===== src/rtl/ma_stage_if.sv =====
// -----------------------------------------------------------------------------
// ma_stage_if -- data-memory bus between the MA pipeline stage and the memory.
//
// Signals:
//   dmem_req    request, held high until dmem_ack
//   dmem_we     1 = store, 0 = load
//   dmem_adr    word address (byte address [31:2])
//   dmem_be     byte enables
//   dmem_wdata  store data, already replicated onto the enabled lanes
//   dmem_rdata  load data, valid in the ack cycle
//   dmem_ack    access complete
//
// Modports:
//   master  the MA stage (drives the request side)
//   slave   the memory (drives rdata/ack)
// -----------------------------------------------------------------------------
interface ma_stage_if;
    logic        dmem_req;
    logic        dmem_we;
    logic [29:0] dmem_adr;
    logic [3:0]  dmem_be;
    logic [31:0] dmem_wdata;
    logic [31:0] dmem_rdata;
    logic        dmem_ack;

    modport master (
        output dmem_req, dmem_we, dmem_adr, dmem_be, dmem_wdata,
        input  dmem_rdata, dmem_ack
    );

    modport slave (
        input  dmem_req, dmem_we, dmem_adr, dmem_be, dmem_wdata,
        output dmem_rdata, dmem_ack
    );
endinterface


===== src/rtl/ma_stage.sv =====
// -----------------------------------------------------------------------------
// ma_stage -- memory-access pipeline stage.
//
// Issues loads/stores on the data-memory bus, waits for the ack (stalling the
// pipeline meanwhile), formats load data and updates the WB pipeline
// registers.
//
// Ports:
//   clk, rst_n         clock, asynchronous active-low reset
//   cmd_ld_ma/st_ma    load / store present in MA
//   rd_adr_ma          destination register
//   wbk_rd_reg_ma      writeback enable
//   rd_data_ma         ALU result, also the ld/st byte address
//   st_data_ma         store data
//   ldst_code_ma       funct3 (000 b, 001 h, 010 w, 100 bu, 101 hu)
//   stall_in           downstream/global stall
//   rst_pipe           synchronous pipeline flush
//   dmem               data-memory bus (master side)
//   rd_adr_wb, wbk_data_wb, wbk_rd_reg_wb   WB pipeline registers
//   wbk_data_wb2       wbk_data_wb delayed one advance (EX forwarding)
//   ma_stall           MA is waiting on memory, upstream must hold
//   misalign_ma        one-cycle pulse for a misaligned ld/st
// -----------------------------------------------------------------------------
module ma_stage (
    input  logic              clk,
    input  logic              rst_n,
    input  logic              cmd_ld_ma,
    input  logic              cmd_st_ma,
    input  logic [4:0]        rd_adr_ma,
    input  logic              wbk_rd_reg_ma,
    input  logic [31:0]       rd_data_ma,
    input  logic [31:0]       st_data_ma,
    input  logic [2:0]        ldst_code_ma,
    input  logic              stall_in,
    input  logic              rst_pipe,
    ma_stage_if.master        dmem,
    output logic [4:0]        rd_adr_wb,
    output logic [31:0]       wbk_data_wb,
    output logic              wbk_rd_reg_wb,
    output logic [31:0]       wbk_data_wb2,
    output logic              ma_stall,
    output logic              misalign_ma
);

    typedef enum logic {IDLE, WAIT} state_t;

    state_t      r_state;
    state_t      w_state_nxt;

    logic [4:0]  r_rd_adr_wb;
    logic [31:0] r_wbk_data_wb;
    logic        r_wbk_rd_reg_wb;
    logic [31:0] r_wbk_data_wb2;
    logic [31:0] r_hold;
    // Set when the access finished while stall_in held the WB update back:
    // the result then comes from r_hold and no second request is issued.
    logic        r_done;

    logic        w_ldst;
    logic        w_aligned;
    logic        w_access;
    logic        w_misaligned;
    logic        w_req_fsm;
    logic        w_req;
    logic        w_stall;
    logic        w_adv;
    logic [3:0]  w_be;
    logic [31:0] w_wdata;
    logic [31:0] w_ld_raw;
    logic [7:0]  w_ld_byte;
    logic [15:0] w_ld_half;
    logic [31:0] w_ld_data;
    logic [31:0] w_result;

    assign w_ldst = cmd_ld_ma | cmd_st_ma;

    always_comb begin
        w_aligned = 1'b1;
        case (ldst_code_ma[1:0])
            2'b00:   w_aligned = 1'b1;
            2'b01:   w_aligned = ~rd_data_ma[0];
            default: w_aligned = (rd_data_ma[1:0] == 2'b00);
        endcase
    end

    assign w_access     = w_ldst & w_aligned & ~rst_pipe;
    assign w_misaligned = w_ldst & ~w_aligned & ~rst_pipe;

    // FSM: next state and request
    always_comb begin
        w_state_nxt = r_state;
        w_req_fsm   = 1'b0;
        case (r_state)
            IDLE: begin
                w_req_fsm = w_access & ~stall_in & ~r_done;
                if (w_req_fsm & ~dmem.dmem_ack)
                    w_state_nxt = WAIT;
            end
            WAIT: begin
                // stall_in does not cancel an outstanding request
                w_req_fsm = ~rst_pipe;
                if (dmem.dmem_ack | rst_pipe)
                    w_state_nxt = IDLE;
            end
            default: w_state_nxt = IDLE;
        endcase
    end

    always_ff @(posedge clk or negedge rst_n) begin
        if (!rst_n)
            r_state <= IDLE;
        else if (rst_pipe)
            r_state <= IDLE;
        else
            r_state <= w_state_nxt;
    end

    // Outputs are forced quiet while reset is asserted.
    assign w_req   = w_req_fsm & rst_n;
    assign w_stall = w_req & ~dmem.dmem_ack;
    assign w_adv   = ~stall_in & ~w_stall & rst_n;

    // Store byte enables / lane replication; loads read the whole word
    always_comb begin
        w_be    = 4'b1111;
        w_wdata = st_data_ma;
        if (cmd_st_ma) begin
            case (ldst_code_ma[1:0])
                2'b00: begin
                    w_be    = 4'b0001 << rd_data_ma[1:0];
                    w_wdata = {4{st_data_ma[7:0]}};
                end
                2'b01: begin
                    w_be    = rd_data_ma[1] ? 4'b1100 : 4'b0011;
                    w_wdata = {2{st_data_ma[15:0]}};
                end
                default: begin
                    w_be    = 4'b1111;
                    w_wdata = st_data_ma;
                end
            endcase
        end
    end

    assign dmem.dmem_req   = w_req;
    assign dmem.dmem_we    = cmd_st_ma;
    assign dmem.dmem_adr   = rd_data_ma[31:2];
    assign dmem.dmem_be    = w_be;
    assign dmem.dmem_wdata = w_wdata;

    // Load formatting
    assign w_ld_raw = r_done ? r_hold : dmem.dmem_rdata;

    always_comb begin
        w_ld_byte = w_ld_raw[7:0];
        case (rd_data_ma[1:0])
            2'b00: w_ld_byte = w_ld_raw[7:0];
            2'b01: w_ld_byte = w_ld_raw[15:8];
            2'b10: w_ld_byte = w_ld_raw[23:16];
            2'b11: w_ld_byte = w_ld_raw[31:24];
            default: w_ld_byte = w_ld_raw[7:0];
        endcase
    end

    assign w_ld_half = rd_data_ma[1] ? w_ld_raw[31:16] : w_ld_raw[15:0];

    always_comb begin
        w_ld_data = w_ld_raw;
        case (ldst_code_ma)
            3'b000:  w_ld_data = {{24{w_ld_byte[7]}}, w_ld_byte};
            3'b001:  w_ld_data = {{16{w_ld_half[15]}}, w_ld_half};
            3'b100:  w_ld_data = {24'h0, w_ld_byte};
            3'b101:  w_ld_data = {16'h0, w_ld_half};
            default: w_ld_data = w_ld_raw;
        endcase
    end

    assign w_result = (cmd_ld_ma & ~w_misaligned) ? w_ld_data : rd_data_ma;

    // Load-data hold register and completion flag
    always_ff @(posedge clk or negedge rst_n) begin
        if (!rst_n) begin
            r_hold <= 32'h0;
            r_done <= 1'b0;
        end else begin
            if (w_req & dmem.dmem_ack)
                r_hold <= dmem.dmem_rdata;
            if (rst_pipe)
                r_done <= 1'b0;
            else if (w_adv)
                r_done <= 1'b0;
            else if (w_req & dmem.dmem_ack)
                r_done <= 1'b1;
        end
    end

    // WB pipeline registers
    always_ff @(posedge clk or negedge rst_n) begin
        if (!rst_n) begin
            r_rd_adr_wb     <= 5'h0;
            r_wbk_data_wb   <= 32'h0;
            r_wbk_rd_reg_wb <= 1'b0;
            r_wbk_data_wb2  <= 32'h0;
        end else if (rst_pipe) begin
            r_rd_adr_wb     <= 5'h0;
            r_wbk_data_wb   <= 32'h0;
            r_wbk_rd_reg_wb <= 1'b0;
            r_wbk_data_wb2  <= 32'h0;
        end else if (w_adv) begin
            r_rd_adr_wb     <= rd_adr_ma;
            r_wbk_data_wb   <= w_result;
            r_wbk_rd_reg_wb <= wbk_rd_reg_ma & ~w_misaligned;
            r_wbk_data_wb2  <= r_wbk_data_wb;
        end
    end

    assign rd_adr_wb     = r_rd_adr_wb;
    assign wbk_data_wb   = r_wbk_data_wb;
    assign wbk_rd_reg_wb = r_wbk_rd_reg_wb;
    assign wbk_data_wb2  = r_wbk_data_wb2;
    assign ma_stall      = w_stall;
    // Inputs are held while not advancing, so gating with w_adv gives a
    // single pulse per misaligned instruction.
    assign misalign_ma   = w_misaligned & w_adv;

endmodule


===== src/flat_wrapper.sv =====
// flat-port wrapper written by rule: the top's interface ports become plain ports
module ma_stage_flat 
  (clk, rst_n, cmd_ld_ma, cmd_st_ma, rd_adr_ma, wbk_rd_reg_ma, rd_data_ma, st_data_ma, ldst_code_ma, stall_in, rst_pipe, rd_adr_wb, wbk_data_wb, wbk_rd_reg_wb, wbk_data_wb2, ma_stall, misalign_ma, dmem_dmem_req, dmem_dmem_we, dmem_dmem_adr, dmem_dmem_be, dmem_dmem_wdata, dmem_dmem_rdata, dmem_dmem_ack);
  ma_stage_if dmem_i ();
  input  logic clk;
  input  logic rst_n;
  input  logic cmd_ld_ma;
  input  logic cmd_st_ma;
  input  logic [4:0] rd_adr_ma;
  input  logic wbk_rd_reg_ma;
  input  logic [31:0] rd_data_ma;
  input  logic [31:0] st_data_ma;
  input  logic [2:0] ldst_code_ma;
  input  logic stall_in;
  input  logic rst_pipe;
  output logic [4:0] rd_adr_wb;
  output logic [31:0] wbk_data_wb;
  output logic wbk_rd_reg_wb;
  output logic [31:0] wbk_data_wb2;
  output logic ma_stall;
  output logic misalign_ma;
  output wire logic [$bits(dmem_i.dmem_req)-1:0] dmem_dmem_req;
  output wire logic [$bits(dmem_i.dmem_we)-1:0] dmem_dmem_we;
  output wire logic [$bits(dmem_i.dmem_adr)-1:0] dmem_dmem_adr;
  output wire logic [$bits(dmem_i.dmem_be)-1:0] dmem_dmem_be;
  output wire logic [$bits(dmem_i.dmem_wdata)-1:0] dmem_dmem_wdata;
  input wire logic [$bits(dmem_i.dmem_rdata)-1:0] dmem_dmem_rdata;
  input wire logic [$bits(dmem_i.dmem_ack)-1:0] dmem_dmem_ack;
  assign dmem_dmem_req = dmem_i.dmem_req;
  assign dmem_dmem_we = dmem_i.dmem_we;
  assign dmem_dmem_adr = dmem_i.dmem_adr;
  assign dmem_dmem_be = dmem_i.dmem_be;
  assign dmem_dmem_wdata = dmem_i.dmem_wdata;
  assign dmem_i.dmem_rdata = dmem_dmem_rdata;
  assign dmem_i.dmem_ack = dmem_dmem_ack;
  ma_stage u_core (.clk(clk), .rst_n(rst_n), .cmd_ld_ma(cmd_ld_ma), .cmd_st_ma(cmd_st_ma), .rd_adr_ma(rd_adr_ma), .wbk_rd_reg_ma(wbk_rd_reg_ma), .rd_data_ma(rd_data_ma), .st_data_ma(st_data_ma), .ldst_code_ma(ldst_code_ma), .stall_in(stall_in), .rst_pipe(rst_pipe), .dmem(dmem_i), .rd_adr_wb(rd_adr_wb), .wbk_data_wb(wbk_data_wb), .wbk_rd_reg_wb(wbk_rd_reg_wb), .wbk_data_wb2(wbk_data_wb2), .ma_stall(ma_stall), .misalign_ma(misalign_ma));
endmodule

===== config.mk =====
export PLATFORM = sky130hd
export DESIGN_NAME = ma_stage_flat
export DESIGN_NICKNAME = d
export VERILOG_FILES = /design/src/rtl/ma_stage_if.sv /design/src/rtl/ma_stage.sv /design/src/flat_wrapper.sv
export SDC_FILE = /design/constraint.sdc
export NUM_CORES = 1
export LEC_CHECK = 0
export ABC_AREA = 1
export CELL_PAD_IN_SITES_DETAIL_PLACEMENT = 0
export CELL_PAD_IN_SITES_GLOBAL_PLACEMENT = 1
export CORE_MARGIN = 3
export CORE_UTILIZATION = 27
export DETAILED_ROUTE_END_ITERATION = 16
export PLACE_DENSITY = 0.89
export REMOVE_ABC_BUFFERS = 1
export SLEW_MARGIN = 20
export SYNTH_ARGS = -nofsm -noshare
export SYNTH_HDL_FRONTEND = slang
export SYNTH_SLANG_ARGS = --single-unit

===== constraint.sdc =====
create_clock -name clk -period 1.35 [get_ports clk]
set_input_delay 0.2025 -clock clk [delete_from_list [all_inputs] [get_ports clk]]
set_output_delay 0.2025 -clock clk [all_outputs]
set_load 0.02 [all_outputs]

# == Word level (Yosys, flattened, before mapping) ==
# Cells that the tools add are included.
# totals
reg_bits,104
memories,0
input_bits,112
mem_bits_rw,0
latchBits,0
romBits,0
# classes
order_cmp,0
add_sub_neg,0
multipliers,0
bitwise_logic,26
n_reduce_logical,5
n_shift,1
div_mod_pow,0
eq_ne,7
muxes,27
# op_table
cell,n
32-bit two-way mux,7
32-bit case mux with 4 select lines,1
32-bit case mux with 2 select lines,1
8-bit case mux with 4 select lines,1
16-bit two-way mux,1
1-bit AND,15
5-bit two-way mux,2
1-bit inverter,9
1-bit two-way mux,8
4-bit two-way mux,2
4-bit case mux with 2 select lines,1
"3-bit equality test, second input constant",2
1-bit case mux with 2 select lines,3
"2-bit by 1-bit equality test with 1-bit output, second input constant",2
"2-bit equality test, second input constant",2
2-bit zero test,2
"1-bit by 2-bit left shift with 4-bit output, first input constant",1
"3-bit by 1-bit equality test with 1-bit output, second input constant",1
3-bit zero test,1
3-bit nonzero test,1
1-bit bitwise OR,2
2-bit nonzero test,1

# == Depth between registers and ports, before layout ==
# Gate-level depths: netlist of the first run.
# logic_depth
depth_word,14
depth_mapped,14
depth_no_buf,13

# == Worst setup path before layout of the first run ==
# OpenSTA, ideal clock, no wires.
# synth_path
kind,input to output
from,in cmd_st_ma
to,out misalign_ma
path_buffers,2
setup_slack_ns,-0.236
stages,9
t_arrival_ns,1.384
path_cell_list,buf_4 -> nor2_1 -> nor2_1 -> nand3_2 -> nand2_1 -> nand3_2 -> nand3_1 -> buf_2 -> nor2_1
# synth_via
elab_chain_cells,12
word_cells_on_any_way,14
cone_classes,mux: 1; bitwise: 13
# synth_rtl
item,line_no,rtl
from (decl),flat_wrapper.sv:8,input logic cmd_st_ma;
1-bit bitwise OR (*),ma_stage.sv:75,assign w_ldst = cmd_ld_ma | cmd_st_ma;
1-bit AND (2 in a row),ma_stage.sv:86,assign w_access = w_ldst & w_aligned & ~rst_pipe;
1-bit AND (2 in a row),ma_stage.sv:95,w_req_fsm = w_access & ~stall_in & ~r_done;
1-bit case mux with 2 select lines,ma_stage.sv:93,case (r_state)
1-bit AND,ma_stage.sv:119,assign w_req = w_req_fsm & rst_n;
1-bit AND,ma_stage.sv:120,assign w_stall = w_req & ~dmem.dmem_ack;
1-bit inverter,ma_stage.sv:121,assign w_adv = ~stall_in & ~w_stall & rst_n;
1-bit AND (2 in a row),ma_stage.sv:121,
1-bit AND (*),ma_stage.sv:224,assign misalign_ma = w_misaligned & w_adv;
to (decl),flat_wrapper.sv:21,output logic misalign_ma;
# Every way passes the cells marked *; elsewhere a longest branch is shown, timed or not.

# == Worst setup path in the final report of the first run ==
# layout_path
from,reg u_core.r_done
to,"reg u_core.r_wbk_data_wb[28], in the netlist u_core.wbk_data_wb[28]"
# layout_via
elab_chain_cells,9
word_cells_on_any_way,16
cone_classes,mux: 8; bitwise: 7; reduce/logical: 1
# layout_rtl
item,line_no,rtl
from (decl),ma_stage.sv:57,logic r_done;
from (signal assigned),ma_stage.sv:184,r_done <= 1'b0;
from (signal assigned),ma_stage.sv:189,r_done <= 1'b0;
from (signal assigned),ma_stage.sv:191,r_done <= 1'b0;
1-bit inverter,ma_stage.sv:95,
1-bit AND,ma_stage.sv:95,
1-bit case mux with 2 select lines,ma_stage.sv:93,
1-bit AND,ma_stage.sv:119,
1-bit AND,ma_stage.sv:120,
1-bit inverter,ma_stage.sv:121,
1-bit AND (2 in a row),ma_stage.sv:121,
2-bit nonzero test (no source line),--,
to (signal assigned),ma_stage.sv:211,r_wbk_data_wb <= w_result;
to (decl),ma_stage.sv:51,logic [31:0] r_wbk_data_wb;
# Several ways; a longest one is shown, not always the timed one. The select of a mux whose other input is x is not followed.
# A chain may end at the register's enable or synchronous reset.

==> results.ini, run 1 <==
[route]
drt_wl_total_um = 24930
drt_pass1_iterations = 7
routedWlPerCell_um = 16.46
ant_nets = 0
num_vias = 6985
drc = 0
first_iter_violations = 512
avgViaCountPerCell = 4.611

[die]
fp.dieW_um = 157.4
io_pins = 252
fp.dieArea_um2 = 24780
rows = 54
start_util = 0.2794
die-height_um = 157.4
core-area_um2 = 22160

[pwr]
total_leakage_power_nw = 5.794
ir_drop_uv = 618.6
powerDensity_nw_per_um2 = 843.1

[place]
dp_cells = 1463
dp_slack_ps = -1026
dp_hpwl_um = 16700
io_buffers = 251
routabilityCongestion = 0.8558

[logic_synthesis]
synth-async-reset-ratio = 1.000
synth-seq-area-share = 0.4204
synth_ff_type = dfrtp_1
syn_area_um2 = 6191
synthesis.instances = 896
synth_cell_types = 27
yosys_warnings = 0
avgSynthCellArea_um2 = 6.910
synth_edf_count = 0
ys_ff_latch = 104

[setup_path]
rr_startpoint = u_core.r_done
reg2reg_to = u_core.wbk_data_wb[28]
critPathKind = register to register
worstPathMaxFanout = 8
worst-endpoint-required_ps = 1590
startpoint_type = register
arrival_ps = 1980
reg2reg_depth = 13
timing.reg2reg.setup_slack_ps = -390
cp-end-kind = register

[job]
max-cap-violations = 0

[hold_path]
worstHoldPathType = primary input to async pin

[timing]
hold_violations = 0
period_minus_slack_ps = 1741
setup_viol = 126
finalWorstSetupSlack_ps = -391.3
finalMaxSlewViolations = 0
period_share = 1.290
timing.fmax_mhz = 574.3
tightest_slew_ps = 664.6
relSlewSlack = 0.5569
skew_ps = 8.190
rsz0062_at_grt = yes

[global_route]
antenna_found_initial = 0
grtUsageTotal = 0.1930
grt_max_degree = 51
grt_pass1_wl_um = 37210
grt_pass1_vias = 6923
overflow = 0

[clock_network]
cts_inserted_buffers = 9
cts_buffer_depth = 2
numClockSinks = 104
root_buffer = clkbuf_16
clkLatencyLatePin_ps = 350
tritoncts = yes
h-tree-depth = 3
path_clk_slew_ps = 70

[layout]
finalNetCount = 1343
instances_no_fill = 1515
num-fill-cells = 2182
insertedDiodeCount = 0
syn2layout_area_growth_pct = 72.70
drive_above_1_share = 0.3020

[run_status]
status = complete, but fails checks
violations = negative setup slack

-- synthesized netlist by cell type (6+ instances only) --
library cell	n	share of area
nand2_1	380	0.23
dfrtp_1	104	0.42
o21ai_0	70	0.057
nor2_1	69	0.042
inv_1	64	0.039
buf_4	41	0.050
buf_2	25	0.020
o21ai_1	25	0.020
nand3_1	20	0.016
or2_2	18	0.018
nand2_2	14	0.014
a21oi_1	12	0.0097
clkbuf_1	10	0.0061
o22ai_1	8	0.0081
o211ai_1	7	0.0085
inv_2	6	0.0036
-- per-stage QoR --
stage / util / cell area [um^2] / power (mW) / hold slack [ps] / setup TNS, ps
2_1_floorplan: - / 5652 / 4.632 / -93.09 / -110000
3_3_place_gp: 0.4286 / 9498 / 6.141 / 204.4 / -102680
3_5_place_dp: 0.4286 / 9498 / 6.183 / 202.3 / -108730
4_1_cts: 0.4642 / 10290 / 8.890 / 186.1 / -29680
5_1_grt: 0.4824 / 10690 / 9.479 / 199.7 / -42410
6_report: 0.4824 / 10690 / 9.014 / 148.3 / -32280
-- per-layer routing --
metal  GRT usage  wire length, um
met5           0                0
met4     0.08388              847
met3     0.03217             1597
met2      0.3299            12050
met1      0.2400            10440
-- power by group --
| part | switching, mW | internal, mW | total (mW) |
|---|---|---|---|
| registers | 0.235 | 3.46 | 3.69 |
| clock network | 1.20 | 1.29 | 2.49 |
| logic | 1.48 | 1.36 | 2.83 |
| total | 2.91 | 6.11 | 9.01 |
-- critical path, cell delays in order, from the launching register on --
cell     delay (ps)
dfrtp_1         420
inv_4           140
buf_6           130
nand2_4          50
nand3_4          80
nand2_2          60
inv_2            40
nand2_2          70
nand3_4         130
nand3_4         210
nand2_2         140
nand2_2          50
nand2_1          50
nand2_1          50
-- area by class of cell --
class                   count  area, um^2  share of cell area
repair inverters            2       23.77            0.002224
repair buffers            403        3920              0.3666
clock buffers              12       246.5             0.02305
flip-flops and latches    104        2603              0.2434
well taps                 280       350.3             0.03277
multi-input cells         640        3242              0.3032
clock inverters             3       18.77            0.001755
inverters                  71       287.8             0.02692
-- repair_timing --
action / CTS / global route
hold buffers: 1 / 0
buffers inserted: 19 / 5
pin swaps: 29 / 25
setup endpoints to repair: 243 / 153
resized for setup: 426 / 105
hold endpoints to repair: 6 / 0
cloned: 11 / 2
-- worst max path at each step --
stage | start | depth (start not counted) | endpoint
2_1_floorplan | u_core.r_done | 6 | misalign_ma
3_3_place_gp | rd_data_ma[0] | 7 | dmem_dmem_be[0]
3_5_place_dp | cmd_st_ma | 7 | dmem_dmem_wdata[22]
4_1_cts | u_core.r_done | 13 | u_core.wbk_data_wb[27]
5_1_grt | u_core.r_done | 13 | u_core.wbk_data_wb[28]
6_report | u_core.r_done | 13 | u_core.wbk_data_wb[28]
-- cells in the final DEF (no fill, tap or decap), types with 3 or more instances in the layout --
cell type and instances:
o21ai_0 24, clkbuf_16 11, clkdlybuf4s50_1 102, nand3_2 5, nand3_1 15, nand3_4 5, a22oi_1 5, o211ai_1 7
nand2_8 3, o22ai_2 7, nor2_4 4, nand2_2 78, dfrtp_1 104, buf_6 29, dlymetal6s2s_1 17, nand2_1 311
o21ai_2 22, nor2_1 65, buf_16 7, inv_1 55, buf_12 12, buf_2 8, nor2_2 5, o21ai_1 48
or2_2 18, dlygate4sd2_1 95, buf_4 126, inv_2 12, a21oi_1 10, nand2_4 3
-- logic make-up (layout without fill, tap and decap cells) --
logic type / count (synthesis) / count (layout) / synth area share
AO/OA/AOI/OAI: 128 / 128 / 0.1106
buffers and inverters: 153 / 491 / 0.1302
flip-flops: 104 / 104 / 0.4204
AND/OR/NAND/NOR: 511 / 512 / 0.3389
-- registers in the layout, summed over array words and instances, names as in the netlist --
| name | count |
|---|---|
| u_core.r_done | 1 |
| u_core.r_state | 1 |
| u_core.r_hold | 32 |
| u_core.wbk_data_wb | 32 |
| u_core.wbk_data_wb2 | 32 |
| u_core.rd_adr_wb | 5 |
| u_core.wbk_rd_reg_wb | 1 |
Note: power is estimated with default switching activity, not from simulation.
==> run 2: changes to the inputs <==
--- a/config.mk
+++ b/config.mk
@@ -6,13 +6,13 @@
 export NUM_CORES = 1
 export LEC_CHECK = 0
 export ABC_AREA = 1
-export CELL_PAD_IN_SITES_DETAIL_PLACEMENT = 0
-export CELL_PAD_IN_SITES_GLOBAL_PLACEMENT = 1
+export CELL_PAD_IN_SITES_DETAIL_PLACEMENT = 1
+export CELL_PAD_IN_SITES_GLOBAL_PLACEMENT = 2
+export CORE_ASPECT_RATIO = 1.5
 export CORE_MARGIN = 3
-export CORE_UTILIZATION = 27
+export CORE_UTILIZATION = 20
 export DETAILED_ROUTE_END_ITERATION = 16
-export PLACE_DENSITY = 0.89
-export REMOVE_ABC_BUFFERS = 1
+export PLACE_DENSITY = 0.88
 export SLEW_MARGIN = 20
 export SYNTH_ARGS = -nofsm -noshare
 export SYNTH_HDL_FRONTEND = slang
==> results.ini, run 2 (same netlist as run 1, synthesis figures left out) <==
[global_route]
grt_pass1_wl_um = 45390  ; +22%
antenna_found_initial = 2  ; +2
grt_pass1_vias = 7923  ; +14%
grt_max_degree = 52  ; +2.0%
overflow = 0  ; unchanged
grtUsageTotal = 0.1767  ; -0.01627

[route]
avgViaCountPerCell = 4.363  ; -5.4%
drt_pass1_iterations = 4  ; -3
drc = 0  ; unchanged
routedWlPerCell_um = 18.24  ; +11%
drt_wl_total_um = 30780  ; +23%
ant_nets = 0  ; unchanged
first_iter_violations = 270  ; -47%
num_vias = 7364  ; +5.4%

[timing]
relSlewSlack = 0.5463  ; -0.01062
tightest_slew_ps = 680.6  ; +15.93 ps
period_minus_slack_ps = 1815  ; +73.24 ps
period_share = 1.344  ; +0.05425
timing.fmax_mhz = 551.1  ; -4.0%
rsz0062_at_grt = yes
finalMaxSlewViolations = 0  ; unchanged
hold_violations = 0  ; unchanged
setup_viol = 122  ; -3.2%
finalWorstSetupSlack_ps = -464.6  ; -73.24 ps
skew_ps = 13.74  ; +5.550 ps
setup-tns-final_ps = -40820  ; -8534 ps

[layout]
regArea_um2 = 2604  ; about the same
finalInstanceArea_um2 = 12150  ; +14%
num-fill-cells = 3555  ; +63%
layout_common_cells = 229 x nand2_1, 153 x buf_4, 109 x nand2_2
drive_above_1_share = 0.4375  ; +0.1354
finalNetCount = 1395  ; +3.9%
layout_commonest_cell = nand2_1
syn2layout_area_growth_pct = 96.26
multi_input_area_um2 = 3918  ; +21%

[clock_network]
numClockSinks = 104  ; unchanged
h-tree-depth = 3  ; unchanged
cts_buffer_depth = 2  ; unchanged
path_clk_slew_ps = 80  ; about the same
root_buffer = clkbuf_16
tritoncts = yes
cts_inserted_buffers = 9  ; unchanged
clkLatencyLatePin_ps = 360  ; about the same

[setup_path]
cp-end-kind = register
crit_path_cell_trace = clkinv_4 > buf_12 > nand3_4 > nand2_2 > nand3_2 > buf_6 > nand2_8 > nor2_4 > buf_12 > buf_12 > o211ai_1 > nand2_2
startpoint_type = register
worst-endpoint-required_ps = 1650  ; +60 ps
crit_top_cell = buf_12
crit_slowest_cell = dfrtp_2
arrival_ps = 2110  ; +130 ps
worstPathMaxFanout = 8  ; unchanged
max_stage_delay_ps = 430  ; about the same
critPathKind = register to register

[die]
core-area_um2 = 30350  ; +37%
rows = 78  ; +44%
io_pins = 252  ; unchanged
die-height_um = 221.5  ; +41%
fp.dieArea_um2 = 33150  ; +34%
fp.dieW_um = 149.7  ; -4.9%
start_util = 0.2040  ; -0.07538

[job]
max-cap-violations = 0  ; unchanged

[pwr]
ir_drop_uv = 627.4  ; +1.4%
p_total_mw = 9.874  ; +9.5%
powerDensity_nw_per_um2 = 812.6  ; -3.6%
total_leakage_power_nw = 6.436  ; +11%

[place]
routabilityCongestion = 0.8684  ; +1.5%
placed_cell_area_um2 = 9883  ; +4.1%
dp_slack_ps = -983.2  ; +43.00 ps
dp_hpwl_um = 20670  ; +24%
io_buffers = 251  ; unchanged

[hold_path]
worstHoldPathType = primary input to async pin

[logic_synthesis]
syn_nets = 1008

[run_status]
status = complete, but fails checks
violations = negative setup slack

[run 2: metal layers]
layer | vias up | share of wire | track usage
met2 | 217 | 0.56 | 0.3380
met4 | 2 | 0.038 | 0.07622
met1 | 3552 | 0.36 | 0.1832
met3 | 50 | 0.047 | 0.03380
li1 | 3543 | - | -
met5 | - | 0.00023 | 0
[run 2: area by class of cell]
class,instances,area share
timing repair buffer,456,0.3732
clock inverter,3,0.003501
tap,400,0.04119
inverter,71,0.02430
clock buffer,12,0.02029
sequential,104,0.2143
multi-input combinational,640,0.3224
timing repair inverter,1,0.0006179
antenna,1,0.0002060
[run 2: path summary, 6_finish.rpt]
kind                                    startpoint                       to  slack, ps  depth (start not counted)
max in group asynchronous                    rst_n            u_core.r_done        580                          3
setup reg to reg                     u_core.r_done    u_core.wbk_data_wb[4]       -460                         12
min in group clk                     rd_data_ma[0]    u_core.wbk_data_wb[0]        370                          6
hold / removal                               rst_n  u_core.wbk_data_wb2[31]          9                          3
setup / recovery                     u_core.r_done    u_core.wbk_data_wb[4]       -460                         12
hold reg to reg            u_core.wbk_data_wb2[14]  u_core.wbk_data_wb2[14]        480                          2
[run 2: per-stage QoR]
| stage | hold slack [ps] | util | std cells |
|---|---|---|---|
| after floorplan | -93.09 | - | 896 |
| after global placement | 311.6 | 0.3256 | 1604 |
| after detailed placement | 310.6 | 0.3256 | 1604 |
| after CTS | 4.476 | 0.3794 | 1677 |
| after global routing | 20.39 | 0.4003 | 1688 |
| final | 8.886 | 0.4003 | 1688 |
[run 2: where the power goes]
part | internal [mW] | switching [mW] | leakage (nW) | total (mW)
Combinational | 1.64 | 1.70 | 4.90 | 3.34
Clock | 1.48 | 1.22 | 0.139 | 2.70
Sequential | 3.46 | 0.373 | 1.39 | 3.83
Total | 6.58 | 3.29 | 6.44 | 9.87
[run 2: timing repair]
| item | 4_1_cts | 5_1_grt |
|---|---|---|
| resized for setup | 534 | 230 |
| buffers inserted | 34 | 15 |
| setup endpoints to repair | 243 | 134 |
| endpoints found under the hold margin | 16 | 0 |
| gates cloned | 23 | 1 |
| hold buffers | 1 | 0 |
| pin swaps | 45 | 48 |
[run 2: worst max-delay path: cells and delay by family (launching register included)]
kind	cells	cell delay (ps)
AOI/OAI and AO/OA	1	130
and+or+nand+nor	6	470
buffers and inverters	5	710
DFF	1	430
==> run 3: changes to the inputs <==
--- a/config.mk
+++ b/config.mk
@@ -11,6 +11,7 @@
 export CORE_ASPECT_RATIO = 1.5
 export CORE_MARGIN = 3
 export CORE_UTILIZATION = 20
+export CTS_CLUSTER_SIZE = 30
 export DETAILED_ROUTE_END_ITERATION = 16
 export PLACE_DENSITY = 0.88
 export SLEW_MARGIN = 20
==> results of run 3 <==
No change in the layout: final DEF, timing and power equal those of run 2.
